==> config.mk <==
export PLATFORM = sky130hd
export DESIGN_NAME = alu_issue_flat
export DESIGN_NICKNAME = d
export VERILOG_FILES = /design/src/rtl/alu_pkg.sv /design/src/rtl/alu_issue_if.sv /design/src/rtl/alu_issue_lat.sv /design/src/rtl/alu_issue.sv /design/src/flat_wrapper.sv
export SDC_FILE = /design/constraint.sdc
export NUM_CORES = 1
export LEC_CHECK = 0
export ABC_AREA = 1
export ABC_CLOCK_PERIOD_IN_PS = 5600
export CELL_PAD_IN_SITES_DETAIL_PLACEMENT = 1
export CELL_PAD_IN_SITES_GLOBAL_PLACEMENT = 2
export CORE_MARGIN = 10
export CORE_UTILIZATION = 24
export CTS_BUF_LIST = sky130_fd_sc_hd__clkbuf_2 sky130_fd_sc_hd__clkbuf_4 sky130_fd_sc_hd__clkbuf_8
export CTS_CLUSTER_DIAMETER = 150
export DETAILED_ROUTE_END_ITERATION = 8
export GPL_TIMING_DRIVEN = 0
export PLACE_DENSITY_LB_ADDON = 0.12
export SYNTH_ARGS = -nofsm -noshare
export SYNTH_HDL_FRONTEND = slang
export SYNTH_SLANG_ARGS = --single-unit
==> constraint.sdc <==
create_clock -name clk -period 5.6 [get_ports clk]
set_input_delay 1.4 -clock clk [delete_from_list [all_inputs] [get_ports clk]]
set_output_delay 1.4 -clock clk [all_outputs]
set_load 0.02 [all_outputs]
==> src/rtl/alu_pkg.sv <==
// ============================================================================
// Module  : alu_pkg
// Brief   : Opcode constants and issue-sequencer state encoding shared by the
//           ALU and alu_issue.
// Revision: 1.0
// ============================================================================
`default_nettype none

package alu_pkg;

  localparam logic [4:0] OP_ADD        = 5'd0;
  localparam logic [4:0] OP_SUB        = 5'd1;
  localparam logic [4:0] OP_MUL        = 5'd2;
  localparam logic [4:0] OP_DIV        = 5'd3;
  localparam logic [4:0] OP_SHR        = 5'd4;
  localparam logic [4:0] OP_SHL        = 5'd5;
  localparam logic [4:0] OP_ROR        = 5'd6;
  localparam logic [4:0] OP_ROL        = 5'd7;
  localparam logic [4:0] OP_AND        = 5'd8;
  localparam logic [4:0] OP_OR         = 5'd9;
  localparam logic [4:0] OP_NEG        = 5'd10;
  localparam logic [4:0] OP_NOT        = 5'd11;
  localparam logic [4:0] OP_LAST_LEGAL = 5'd11;

  typedef enum logic [1:0] {
    ST_IDLE = 2'd0,
    ST_EXEC = 2'd1,
    ST_RESP = 2'd2
  } state_t;

  function automatic logic op_is_legal(input logic [4:0] op);
    return op <= OP_LAST_LEGAL;
  endfunction

endpackage

`default_nettype wire

==> src/rtl/alu_issue_if.sv <==
// ============================================================================
// Module  : alu_issue_if
// Brief   : Request, ALU-drive and response signals of the ALU issue sequencer.
// Revision: 1.0
// ============================================================================
`default_nettype none

interface alu_issue_if;

  logic        req_valid;
  logic        req_ready;
  logic [4:0]  req_op;
  logic [31:0] req_a;
  logic [31:0] req_b;
  logic [4:0]  alu_ctrl;
  logic [31:0] alu_a;
  logic [31:0] alu_b;
  logic        alu_enable;
  logic [31:0] alu_zhi;
  logic [31:0] alu_zlow;
  logic        rsp_valid;
  logic        rsp_ready;
  logic [31:0] rsp_hi;
  logic [31:0] rsp_lo;
  logic        rsp_err;

  // Requester/ALU side (control unit plus the ALU itself)
  modport master (
    output req_valid, req_op, req_a, req_b, alu_zhi, alu_zlow, rsp_ready,
    input  req_ready, alu_ctrl, alu_a, alu_b, alu_enable,
    input  rsp_valid, rsp_hi, rsp_lo, rsp_err
  );

  modport slave (
    input  req_valid, req_op, req_a, req_b, alu_zhi, alu_zlow, rsp_ready,
    output req_ready, alu_ctrl, alu_a, alu_b, alu_enable,
    output rsp_valid, rsp_hi, rsp_lo, rsp_err
  );

endinterface

`default_nettype wire

==> src/rtl/alu_issue_lat.sv <==
// ============================================================================
// Module  : alu_issue_lat
// Brief   : Maps an opcode to its execute latency and counts it down.
// Revision: 1.0
// ============================================================================
`default_nettype none

module alu_issue_lat
  import alu_pkg::*;
#(
  parameter int MUL_LAT = 2,
  parameter int DIV_LAT = 1,
  parameter int CW      = 8
) (
  input  wire logic       clk,
  input  wire logic       clr,
  input  wire logic       load,
  input  wire logic [4:0] op,
  output logic            done,
  output logic            busy
);

  logic [CW-1:0] r_cnt;
  logic [CW-1:0] w_lat;

  always_comb begin
    w_lat = CW'(1);
    case (op)
      OP_MUL:  w_lat = CW'(MUL_LAT);
      OP_DIV:  w_lat = CW'(DIV_LAT);
      default: w_lat = CW'(1);
    endcase
  end

  always_ff @(posedge clk or posedge clr) begin
    if (clr) begin
      r_cnt <= '0;
    end else if (load) begin
      r_cnt <= w_lat;
    end else if (r_cnt != '0) begin
      r_cnt <= r_cnt - CW'(1);
    end
  end

  assign done = (r_cnt == CW'(1));
  assign busy = (r_cnt != '0);

endmodule

`default_nettype wire

==> src/rtl/alu_issue.sv <==
// ============================================================================
// Module  : alu_issue
// Brief   : Sequences one ALU operation per request and returns zHI/zLOW.
//           Optional: ALU_ISSUE_DIVZERO_CHECK_EN rejects divide-by-zero.
// Revision: 1.0
// ============================================================================
`default_nettype none

module alu_issue
  import alu_pkg::*;
#(
  parameter int MUL_LAT = 2,
  parameter int DIV_LAT = 1
) (
  input  wire logic   clk,
  input  wire logic   clr,
  alu_issue_if.slave  bus
);

  state_t      r_state;
  state_t      w_next;
  logic        w_load;
  logic        w_cap;
  logic        w_rej;
  logic        w_divzero;
  logic        w_req_ready;
  logic        w_alu_enable;
  logic        w_rsp_valid;
  logic        w_done;
  logic        w_busy;
  logic [4:0]  r_ctrl;
  logic [31:0] r_a;
  logic [31:0] r_b;
  logic [31:0] r_hi;
  logic [31:0] r_lo;
  logic        r_err;

  alu_issue_lat #(
    .MUL_LAT (MUL_LAT),
    .DIV_LAT (DIV_LAT)
  ) u_lat (
    .clk  (clk),
    .clr  (clr),
    .load (w_load),
    .op   (bus.req_op),
    .done (w_done),
    .busy (w_busy)
  );

`ifdef ALU_ISSUE_DIVZERO_CHECK_EN
  assign w_divzero = (bus.req_op == OP_DIV) && (bus.req_b == 32'd0);
`else
  assign w_divzero = 1'b0;
`endif

  always_ff @(posedge clk or posedge clr) begin
    if (clr) begin
      r_state <= ST_IDLE;
    end else begin
      r_state <= w_next;
    end
  end

  always_comb begin
    w_next       = r_state;
    w_load       = 1'b0;
    w_cap        = 1'b0;
    w_rej        = 1'b0;
    w_req_ready  = 1'b0;
    w_alu_enable = 1'b0;
    w_rsp_valid  = 1'b0;
    case (r_state)
      ST_IDLE: begin
        w_req_ready = 1'b1;
        if (bus.req_valid) begin
          if (!op_is_legal(bus.req_op) || w_divzero) begin
            w_rej  = 1'b1;
            w_next = ST_RESP;
          end else begin
            w_load = 1'b1;
            w_next = ST_EXEC;
          end
        end
      end
      ST_EXEC: begin
        w_alu_enable = w_busy;
        if (w_done) begin
          w_cap  = 1'b1;
          w_next = ST_RESP;
        end
      end
      ST_RESP: begin
        w_rsp_valid = 1'b1;
        if (bus.rsp_ready) begin
          w_next = ST_IDLE;
        end
      end
      default: w_next = ST_IDLE;
    endcase
  end

  // Rejected divide-by-zero reports A in hi and all-ones in lo; other rejects report zero.
  always_ff @(posedge clk or posedge clr) begin
    if (clr) begin
      r_ctrl <= '0;
      r_a    <= '0;
      r_b    <= '0;
      r_hi   <= '0;
      r_lo   <= '0;
      r_err  <= 1'b0;
    end else begin
      if (w_load) begin
        r_ctrl <= bus.req_op;
        r_a    <= bus.req_a;
        r_b    <= bus.req_b;
      end
      if (w_cap) begin
        r_hi  <= bus.alu_zhi;
        r_lo  <= bus.alu_zlow;
        r_err <= 1'b0;
      end else if (w_rej) begin
        r_hi  <= w_divzero ? bus.req_a : 32'd0;
        r_lo  <= w_divzero ? 32'hFFFF_FFFF : 32'd0;
        r_err <= 1'b1;
      end
    end
  end

  // req_ready follows clr combinationally so it is low for the whole reset.
  assign bus.req_ready  = w_req_ready & ~clr;
  assign bus.alu_enable = w_alu_enable;
  assign bus.rsp_valid  = w_rsp_valid;
  assign bus.alu_ctrl   = r_ctrl;
  assign bus.alu_a      = r_a;
  assign bus.alu_b      = r_b;
  assign bus.rsp_hi     = r_hi;
  assign bus.rsp_lo     = r_lo;
  assign bus.rsp_err    = r_err;

endmodule

`default_nettype wire

==> src/flat_wrapper.sv <==
// flat-port wrapper written by rule: the top's interface ports become plain ports
module alu_issue_flat import alu_pkg::*;
#(
  parameter int MUL_LAT = 2,
  parameter int DIV_LAT = 1
)
  (clk, clr, bus_req_valid, bus_req_op, bus_req_a, bus_req_b, bus_alu_zhi, bus_alu_zlow, bus_rsp_ready, bus_req_ready, bus_alu_ctrl, bus_alu_a, bus_alu_b, bus_alu_enable, bus_rsp_valid, bus_rsp_hi, bus_rsp_lo, bus_rsp_err);
  alu_issue_if bus_i ();
  input  wire logic clk;
  input  wire logic clr;
  input wire logic [$bits(bus_i.req_valid)-1:0] bus_req_valid;
  input wire logic [$bits(bus_i.req_op)-1:0] bus_req_op;
  input wire logic [$bits(bus_i.req_a)-1:0] bus_req_a;
  input wire logic [$bits(bus_i.req_b)-1:0] bus_req_b;
  input wire logic [$bits(bus_i.alu_zhi)-1:0] bus_alu_zhi;
  input wire logic [$bits(bus_i.alu_zlow)-1:0] bus_alu_zlow;
  input wire logic [$bits(bus_i.rsp_ready)-1:0] bus_rsp_ready;
  output wire logic [$bits(bus_i.req_ready)-1:0] bus_req_ready;
  output wire logic [$bits(bus_i.alu_ctrl)-1:0] bus_alu_ctrl;
  output wire logic [$bits(bus_i.alu_a)-1:0] bus_alu_a;
  output wire logic [$bits(bus_i.alu_b)-1:0] bus_alu_b;
  output wire logic [$bits(bus_i.alu_enable)-1:0] bus_alu_enable;
  output wire logic [$bits(bus_i.rsp_valid)-1:0] bus_rsp_valid;
  output wire logic [$bits(bus_i.rsp_hi)-1:0] bus_rsp_hi;
  output wire logic [$bits(bus_i.rsp_lo)-1:0] bus_rsp_lo;
  output wire logic [$bits(bus_i.rsp_err)-1:0] bus_rsp_err;
  assign bus_i.req_valid = bus_req_valid;
  assign bus_i.req_op = bus_req_op;
  assign bus_i.req_a = bus_req_a;
  assign bus_i.req_b = bus_req_b;
  assign bus_i.alu_zhi = bus_alu_zhi;
  assign bus_i.alu_zlow = bus_alu_zlow;
  assign bus_i.rsp_ready = bus_rsp_ready;
  assign bus_req_ready = bus_i.req_ready;
  assign bus_alu_ctrl = bus_i.alu_ctrl;
  assign bus_alu_a = bus_i.alu_a;
  assign bus_alu_b = bus_i.alu_b;
  assign bus_alu_enable = bus_i.alu_enable;
  assign bus_rsp_valid = bus_i.rsp_valid;
  assign bus_rsp_hi = bus_i.rsp_hi;
  assign bus_rsp_lo = bus_i.rsp_lo;
  assign bus_rsp_err = bus_i.rsp_err;
  alu_issue #(.MUL_LAT(MUL_LAT), .DIV_LAT(DIV_LAT)) u_core (.clk(clk), .clr(clr), .bus(bus_i));
endmodule
Yosys cells after proc, flatten, opt, wreduce, memory -nomap -nowiden

Index checks and enable logic that the tools add are counted.

Memory bits (read-only): 0
Input port bits: 137
Memory bits (writable): 0
Latch bits: 0
Memories: 0
Bits in registers: 144
Word-level logic and storage cells: 48

Reductions and logical operators: 5
Multiply operators: 0
Mux-type cells: 24
Divide/modulo/power cells: 0
Eq/ne operators: 7
Bitwise logic cells: 2
Order comparisons: 1
Add/sub/neg operators: 1
Shift operators: 0

Operators with widths:

| cell                  | number |
|---|---|
| $mux W32              | 3 |
| $mux W8               | 2 |
| $mux W1               | 13 |
| $mux W2               | 5 |
| $eq A8 B1 Y1 const B  | 1 |
| $reduce_bool A8 Y1    | 1 |
| $sub A8 B1 Y8 const B | 1 |
| $ne A2 B2 Y1 const B  | 3 |
| $pmux W2 S3           | 1 |
| $eq A5 B2 Y1 const B  | 1 |
| $le A5 B4 Y1 const B  | 1 |
| $reduce_bool A2 Y1    | 2 |
| $reduce_and A3 Y1     | 1 |
| $eq A2 B1 Y1 const B  | 1 |
| $eq A2 B2 Y1 const B  | 1 |
| $logic_not A2 Y1      | 1 |
| $and A1 B1 Y1         | 1 |
| $not A1 Y1            | 1 |

Longest topological paths before layout

Word-level depth: 6
Mapped depth: 9

Modules after synthesis

From an unflattened synthesis, not the netlist that was laid out.

Cell total of the unflattened synthesis: 669
Area, all modules: 5,799.3 µm²

Modules (own cells, without submodules):

| module        | area an instance (µm²) | seq. area each (µm²) | instances | cells an instance |
|---|---|---|---|---|
| alu_issue     | 5,260.0                | 3,403.3              | 1         | 592 |
| alu_issue_lat | 539.3                  | 200.2                | 1         | 77 |

Least setup slack after synthesis

No wires, ideal clock.

Kind: input to output
From: input clr
To: output bus_req_ready
Setup slack: 2.507 ns
Stages: 1
Buffers on the path: 0
Data arrival time: 1.693 ns
Path through: nor2_1

Word-level cells in the longest chain between the ends: 2

RTL lines:

| element            | RTL line           | RTL |
|---|---|---|
| start: declaration | flat_wrapper.sv:10 | `input wire logic clr;` |
| $not A1 Y1         | alu_issue.sv:130   | `assign bus.req_ready = w_req_ready & ~clr;` |
| $and A1 B1 Y1      | alu_issue.sv:130   |  |
| end: declaration   | flat_wrapper.sv:18 | `output wire logic [$bits(bus_i.req_ready)-1:0] bus_req_ready;` |

Every way passes these cells.

Final worst setup path

Same ends and word-level chain as after synthesis.

==> impl_metrics.json <==
{
  "viasPerCell": 4.23,
  "path_max_fanout": 2,
  "synth-compound-area-share_pct": 0.708,
  "clkSinkCount": 144,
  "final_common_cell": "nand2_1",
  "min_period_over_period_pct": 72.7,
  "p_leak_uw": 0.00463,
  "die_w_um": 178,
  "fin_crit_ns": 4.07,
  "cts-root-buf": "clkbuf_8",
  "globalplace.congestion": 0.730,
  "ant_nets": 0,
  "multiInputGateArea_um2": 2050,
  "place_hpwl_mm": 18.1,
  "synth_top_family_by_area": "simple AND/OR/NAND/NOR gates",
  "required_ns": 4.20,
  "drive_gt1_share_pct": 8.94,
  "ys_warn_count": 0,
  "nFillCells": 2832,
  "cts_resized": 0,
  "drt_iter0_drc": 217,
  "synthCells": 678,
  "arrival_ns": 2.67,
  "yosys.area_share.simple_pct": 33.0,
  "row_count": 57,
  "layout_common_cells": "nand2_1, clkdlybuf4s50_1, dfrtp_1",
  "port-buffer-count": 273,
  "cts_tree": "yes",
  "routed_wl_mm": 23.7,
  "antenna_found_initial": 5,
  "setup_violations": 0,
  "synth.avg_cell_area_um2": 8.86,
  "area_growth_pct": 59.0,
  "synthArstFlopShare_pct": 100,
  "synth.distinct_cells": 25,
  "synth-xor-area-share_pct": 0,
  "finalMaxSlewViolations": 0,
  "core_um2": 24500,
  "cp_slowest_stage_delay_ns": 0.62,
  "endpoint_kind": "output pin",
  "grt_pass1_wl_mm": 36.5,
  "synth_adder_area_share_pct": 0.417,
  "post_dp_cell_area_um2": 9180,
  "fmax_mhz": 246,
  "crit_path_cell_trace": "clkdlybuf4s50_1 > nor2_1 > clkdlybuf4s50_1",
  "ios": 274,
  "initial_core_util_pct": 24.5,
  "dp.cells": 1276,
  "overflow": 0,
  "nNetsFinal": 1110,
  "vias": 5552,
  "drt-wirelength-per-cell_um": 18.0,
  "layout.cells.non_filler": 1312,
  "fin_util_pct": 39.0,
  "synth_mux_area_share_pct": 0,
  "crit_type": "in -> out",
  "syn-num-nets": 817,
  "maxCapViolCount": 0,
  "status": "finished clean",
  "gr-usage-all-layers_pct": 14.9,
  "cts_made_buffers": 17,
  "clk_pin_slew_ns": 0.08,
  "grt_pass1_vias": 6133,
  "ys.flop_type": "dfrtp_1",
  "yosysSeqAreaShare_pct": 60.0,
  "drcViolationCount": 0,
  "die_y_um": 178,
  "clk_latency_ns": 0.45,
  "finalHoldViolCount": 0,
  "slew_headroom_pct": 62.0,
  "start_kind": "input pin",
  "ir_worst_vdd_v": 0.000173,
  "power.density_nw_per_um2": 468,
  "seq_area_um2": 3600,
  "syn_area_um2": 6000,
  "rsz0062_at_grt": "no",
  "clockBufferDepth": 2,
  "dieArea_um2": 31700,
  "cts_hold_buf": 0,
  "first_pass_iters": 4,
  "tightest_slew_ns": 0.570,
  "cpMaxStageDelayCell": "clkdlybuf4s50_1",
  "postCtsSetupBuffers": 0,
  "stdcell_area_um2": 9550,
  "htree_levels": 4,
  "synth_edf_count": 0,
  "ys_seq_elements": 144,
  "power.total_uw": 4460,
  "hold_slack_ns": 0.485,
  "path_common_cell": "clkdlybuf4s50_1",
  "skew_ns": 0.0215,
  "hold_path_class": "reg -> reg",
  "grt_max_degree": 74
}
state kept, by name, summed over array words and instances, names as in the netlist:
name	flops
u_core.bus.alu_ctrl	5
u_core.bus.rsp_hi	32
u_core.bus.rsp_err	1
u_core.u_lat.r_cnt	8
u_core.bus.rsp_lo	32
u_core.r_state	2
u_core.bus.alu_a	32
u_core.bus.alu_b	32
Yosys cell counts, drive strengths merged (2+ instances only):
library cell | instances | share of area, %
nand2 | 288 | 18
nor2 | 20 | 1.5
inv | 25 | 1.6
a21oi | 2 | 0.17
nand3 | 140 | 13
clkbuf | 9 | 0.56
buf | 34 | 3.7
nand4 | 5 | 0.63
ha | 2 | 0.42
o21ai | 5 | 0.42
dfrtp | 144 | 60
stage by stage:
stage / setup WS, ns / setup TNS, ns
floorplan: 0.334 / 0
global placement: -2.48 / -355.78
detailed placement: 1.51 / 0
CTS: 1.51 / 0
global route: 1.49 / 0
finish: 1.53 / 0
worst max-delay path, delay by kind of cell:
family        cells  cell delay [ns]
simple gates      1             0.15
buf+inv           2             1.13
routing by layer:
metal	GRT usage, %	up-vias	part of all wire (%)
li1	-	2750	-
met1	17.7	2601	43
met2	22.9	188	44
met3	8.25	13	13
met4	3.51	0	0.84
met5	0	-	0
logic make-up after synthesis:
family	after synthesis
compound gates	8
fa+ha+maj	2
buf+inv	68
flops	144
simple gates	456
worst paths after layout:
| kind | start | end | slack (ns) | depth (start not counted) |
|---|---|---|---|---|
| max in group asynchronous | clr | u_core.bus.rsp_lo[23] | 3.40 | 3 |
| max reg2reg | u_core.r_state[1] | u_core.bus.alu_a[5] | 3.89 | 6 |
| min reg2reg | u_core.bus.alu_a[7] | u_core.bus.alu_a[7] | 0.49 | 2 |
| min in group asynchronous | clr | u_core.bus.alu_a[5] | 1.43 | 2 |
| min | u_core.bus.alu_a[7] | u_core.bus.alu_a[7] | 0.49 | 2 |
| max | clr | bus_req_ready | 1.53 | 3 |
layout make-up:
| type | instances | share of cell area (%) |
|---|---|---|
| timing repair buffer | 274 | 28.9 |
| clock inverter | 13 | 1.09 |
| multi-input combinational | 466 | 21.5 |
| antenna | 4 | 0.105 |
| sequential | 144 | 37.7 |
| inverter | 25 | 1.06 |
| clock buffer | 19 | 2.67 |
| buffer | 43 | 2.70 |
| tap | 324 | 4.25 |
power breakdown:
group,switching [uW],internal (uW)
clock network,449,331
logic,1170,906
registers,211,1400
total,1830,2630
Power figures use the tool's default switching activity.
